$ cat config.mk
export PLATFORM = sky130hd
export DESIGN_NAME = serial_sub_n
export DESIGN_NICKNAME = d
export VERILOG_FILES = /design/src/rtl/serial_sub_n.sv
export SDC_FILE = /design/constraint.sdc
export NUM_CORES = 1
export LEC_CHECK = 0
export CAP_MARGIN = 15
export CORE_MARGIN = 2
export CORE_UTILIZATION = 50
export CTS_CLUSTER_SIZE = 10
export DETAILED_ROUTE_END_ITERATION = 7
export GPL_ROUTABILITY_DRIVEN = 0
export PLACE_DENSITY = 0.77
export SYNTH_ARGS = -nofsm -noshare
export SYNTH_HDL_FRONTEND = slang
export SYNTH_SLANG_ARGS = --single-unit
$ cat constraint.sdc
create_clock -name clk -period 2.9 [get_ports clk]
set_input_delay 0.435 -clock clk [delete_from_list [all_inputs] [get_ports clk]]
set_output_delay 0.435 -clock clk [all_outputs]
set_load 0.05 [all_outputs]
$ cat src/rtl/serial_sub_n.sv
// serial_sub_n: computes diff = a - b - bin, one DIGIT-bit slice per clock, least-significant slice first.
// The borrow ripples between cycles through a register.
// Latency: NSLICE cycles from accept to out_valid. Throughput: one operation per NSLICE+2 cycles.
// Backpressure: in_ready is high only in IDLE, and in_valid is ignored otherwise.
//   The result is held in DONE until out_ready is seen.
// Ports: clk, rst_n (async active-low); in_valid/in_ready with a, b, bin;
//   out_valid/out_ready with diff, bout; busy is high while slices are being computed.
// Optional: define SERIAL_SUB_SAT_EN to clamp diff to 0 when the final borrow is set.
module serial_sub_n #(
  parameter int WIDTH = 16,
  parameter int DIGIT = 4
) (
  input  logic             clk,
  input  logic             rst_n,
  input  logic             in_valid,
  output logic             in_ready,
  input  logic [WIDTH-1:0] a,
  input  logic [WIDTH-1:0] b,
  input  logic             bin,
  output logic             out_valid,
  input  logic             out_ready,
  output logic [WIDTH-1:0] diff,
  output logic             bout,
  output logic             busy
);

  localparam int NSLICE = WIDTH / DIGIT;
  localparam int CW     = (NSLICE > 1) ? $clog2(NSLICE) : 1;

  typedef enum logic [1:0] {IDLE = 2'd0, RUN = 2'd1, DONE = 2'd2} state_t;

  state_t           state, state_nxt;
  logic [WIDTH-1:0] a_q, b_q;
  logic             borrow;
  logic [CW-1:0]    cnt;
  logic [31:0]      base;
  logic [DIGIT-1:0] a_s, b_s, r;
  logic [DIGIT:0]   sub;
  logic             nb, last;

  // Slice arithmetic. The extra top bit of the DIGIT+1 wide subtract is the borrow out of this slice.
  always_comb begin
    base = 32'(cnt) * 32'(DIGIT);
    a_s  = a_q[base +: DIGIT];
    b_s  = b_q[base +: DIGIT];
    sub  = {1'b0, a_s} - {1'b0, b_s} - {{DIGIT{1'b0}}, borrow};
    r    = sub[DIGIT-1:0];
    nb   = sub[DIGIT];
    last = (cnt == CW'(NSLICE - 1));
  end

  // State register
  always_ff @(posedge clk or negedge rst_n) begin
    if (!rst_n) state <= IDLE;
    else        state <= state_nxt;
  end

  // Next-state logic
  always_comb begin
    state_nxt = state;
    case (state)
      IDLE:    if (in_valid)  state_nxt = RUN;
      RUN:     if (last)      state_nxt = DONE;
      DONE:    if (out_ready) state_nxt = IDLE;
      default:                state_nxt = IDLE;
    endcase
  end

  // Output decode
  always_comb begin
    in_ready  = (state == IDLE);
    busy      = (state == RUN);
    out_valid = (state == DONE);
  end

  // Datapath. Slices not yet computed keep stale contents until DONE.
  always_ff @(posedge clk or negedge rst_n) begin
    if (!rst_n) begin
      a_q    <= '0;
      b_q    <= '0;
      borrow <= 1'b0;
      cnt    <= '0;
      diff   <= '0;
      bout   <= 1'b0;
    end else begin
      case (state)
        IDLE: begin
          if (in_valid) begin
            a_q    <= a;
            b_q    <= b;
            borrow <= bin;
            cnt    <= '0;
          end
        end
        RUN: begin
          diff[base +: DIGIT] <= r;
          borrow              <= nb;
          cnt                 <= cnt + CW'(1);
          if (last) begin
            bout <= nb;
`ifdef SERIAL_SUB_SAT_EN
            // Unsigned saturation: an underflowing result clamps to zero. This overrides the top slice written above.
            if (nb) diff <= '0;
`else
`endif
          end
        end
        default: ;
      endcase
    end
  end

endmodule

==> results.sh <==
export IMPL_critical_path_class="reg -> out"
export IMPL_grt_max_degree=55
export IMPL_cts_buffers=5
export IMPL_cp_start_kind="flop"
export IMPL_die_area_mm2=0.00558
export IMPL_cap_viol_max_count=0
export IMPL_ys_ff_latch=54
export IMPL_arrival_ps=2240
export IMPL_slew_headroom=0.558
export IMPL_start_util=0.525
export IMPL_areaGrowthSynthToFinish_pct=29.4
export IMPL_fin_tns_setup_ps=0
export IMPL_ys_types=30
export IMPL_synth_largest_area_cell="dfrtp_1"
export IMPL_crit_family="buffers and inverters"
export IMPL_clk_pin_slew_ps=100
export IMPL_worst_pin_slew_ps=663
export IMPL_port_buffers=56
export IMPL_antenna_cells=0
export IMPL_startpoint="state[1]$_DFFE_PN0P_"
export IMPL_path_cells="nand2b_1, inv_1, clkdlybuf4s50_1"
export IMPL_drt_met1_wl_mm=2.13
export IMPL_clockBufferDepth=2
export IMPL_grt_pass1_wl_mm=7.80
export IMPL_finClkSkew_ps=12.4
export IMPL_slowest_delay_ps=880
export IMPL_finalCriticalPeriod_ps=2670
export IMPL_seqCellArea_mm2=0.00135
export IMPL_max_freq_mhz=374
export IMPL_synth_xor_area_share=0.0135
export IMPL_cts_resized=0
export IMPL_hp_class="in -> async"
export IMPL_vias_per_cell=5.03
export IMPL_cp_depth=3
export IMPL_rsz0062_at_grt="false"
export IMPL_r2r_start="cnt[0]$_DFFE_PN0P_"
export IMPL_ant_nets=0
export IMPL_chipWidth_um=74.7
export IMPL_final_common_cell="clkdlybuf4s50_1"
export IMPL_grt_total_usage=0.187
export IMPL_drc=0
export IMPL_setup_violations_final=0
export IMPL_dr_pass1_iters=4
export IMPL_post_drt_wl_per_cell_um=14.2
export IMPL_synth_top_area_share=0.541
export IMPL_post_cts_buffers=0
export IMPL_hpwl_mm=3.32
export IMPL_ys_top_cells_by_area="dfrtp_1 (54%), mux2_2 (14%), mux4_2 (7.2%)"
export IMPL_yosysWarnings=0
export IMPL_htreeDepth=2
export IMPL_seq_area_frac_synth=0.541
export IMPL_die_h_um=74.7
export IMPL_syn_nets=240
export IMPL_multi_input_area_mm2=0.00107
export IMPL_cts_hold_buf=0
export IMPL_synth_simple_area_share=0.0736
export IMPL_gr_total_overflow=0
export IMPL_syn_area_mm2=0.00250
export IMPL_std_cell_rows=25
export IMPL_coreArea_mm2=0.00475
export IMPL_clkSinkCount=54
export IMPL_finalHoldViolations=0
export IMPL_grt_pass1_vias=1678
export IMPL_path_buf_inv=2
export IMPL_drv_slew=0
export IMPL_crit_fanout=13
export IMPL_min_period_over_period=0.922
export IMPL_fill_cells=382
export IMPL_syn_inst=191
export IMPL_grt_antenna_before_repair=0
export IMPL_top_layer="met4"
export IMPL_r2r_cells=7
export IMPL_vias=1615
export IMPL_ioPinCount=57
export IMPL_final_cell_mix="clkdlybuf4s50_1 (55), dfrtp_1 (54), mux2_2 (30)"
export IMPL_route_met3_wl_um=143
export IMPL_cts_tree="done"
export IMPL_fin_nets=302
export IMPL_end_kind="output port"
export IMPL_crit_path_top_delay_cell="clkdlybuf4s50_1"
export IMPL_r2r_slack_ps=390
export IMPL_status="finished clean"
export IMPL_syn_avg_cell_area_um2=13.1
export IMPL_wl_mm=4.55
export IMPL_synth_compound_area_frac=0.0541
export IMPL_synthAdderAreaFrac=0.0661
export IMPL_synth_top_family_by_area="multiplexers"
export IMPL_synthMuxAreaShare=0.220
export IMPL_drive_gt1_frac=0.217
export IMPL_root_buffer="clkbuf_8"
export IMPL_clk_insertion_delay_late_ps=310
export IMPL_critPathRequiredTime_ps=2470
export IMPL_wl_met2_mm=2.24
export IMPL_drtIter0Drc=67
==> area by class of cell <==
cell class,instances,share of cell area
clock inverters,3,0.00658
clock buffers,5,0.0213
repair buffers,61,0.184
inverters,12,0.0139
multi-input cells,119,0.331
well taps,67,0.0259
flip-flops and latches,54,0.418
==> path summary, 6_finish.rpt <==
path / endpoint
hold reg to reg: diff[12]$_DFFE_PN0P_
setup / recovery: busy
max in group asynchronous: b_q[8]$_DFFE_PN0P_
min in group clk: diff[12]$_DFFE_PN0P_
setup reg to reg: borrow$_DFFE_PN0P_
hold / removal: state[0]$_DFFE_PN0P_
==> synthesized netlist by cell type, drive strengths merged <==
master / number
o31ai: 1
nand3b: 1
fa: 2
nor2b: 2
dfrtp: 54
xnor2: 1
ha: 10
a31oi: 1
o21ai: 18
buf: 6
inv: 12
mux4: 8
nand4: 2
nor2: 4
or3: 1
mux2: 32
mux2i: 1
nor3: 1
nand2: 22
xor2: 2
a21oi: 4
a211oi: 1
nor3b: 1
nand2b: 3
nand3: 1
==> kinds of logic (layout without fill, tap and decap cells) <==
family / Yosys count / after routing
flops: 54 / 54
mux: 41 / 41
simple gates: 38 / 38
compound gates: 25 / 25
buf+inv: 18 / 81
fa+ha+maj: 12 / 12
xor+xnor: 3 / 3
==> worst reg2reg max path, cell delays in order, from the launching register on <==
cell and delay, ps:
dfrtp_1 450, mux4_2 550, fa_1 460, fa_1 440
nand2_1 80, a21oi_1 90, xnor2_1 210, a21oi_1 100
==> flip-flops by register name (all words and copies together), names as in the netlist <==
name / cells
diff: 16
bout: 1
b_q: 16
cnt: 2
state: 2
a_q: 16
borrow: 1
==> metal layers <==
layer / track usage / up-vias
li1: - / 789
met1: 0.261 / 786
met2: 0.300 / 36
met3: 0.0321 / 4
met4: 0.0694 / 0
met5: 0 / -
==> per-stage QoR <==
step	worst slack (ps)	hold WS, ps	cells	utilization	cell area, um^2
after CTS	220	258	321	0.680	3230
after floorplan	356	139	191	-	2500
final	226	226	321	0.680	3230
after global routing	135	297	321	0.680	3230
after detailed placement	414	470	313	0.661	3140
after global placement	499	463	313	0.661	3140
Power is left out: the tool's default activity adds up to more than one toggle a clock period on the data nets, which glitch-free logic cannot reach.
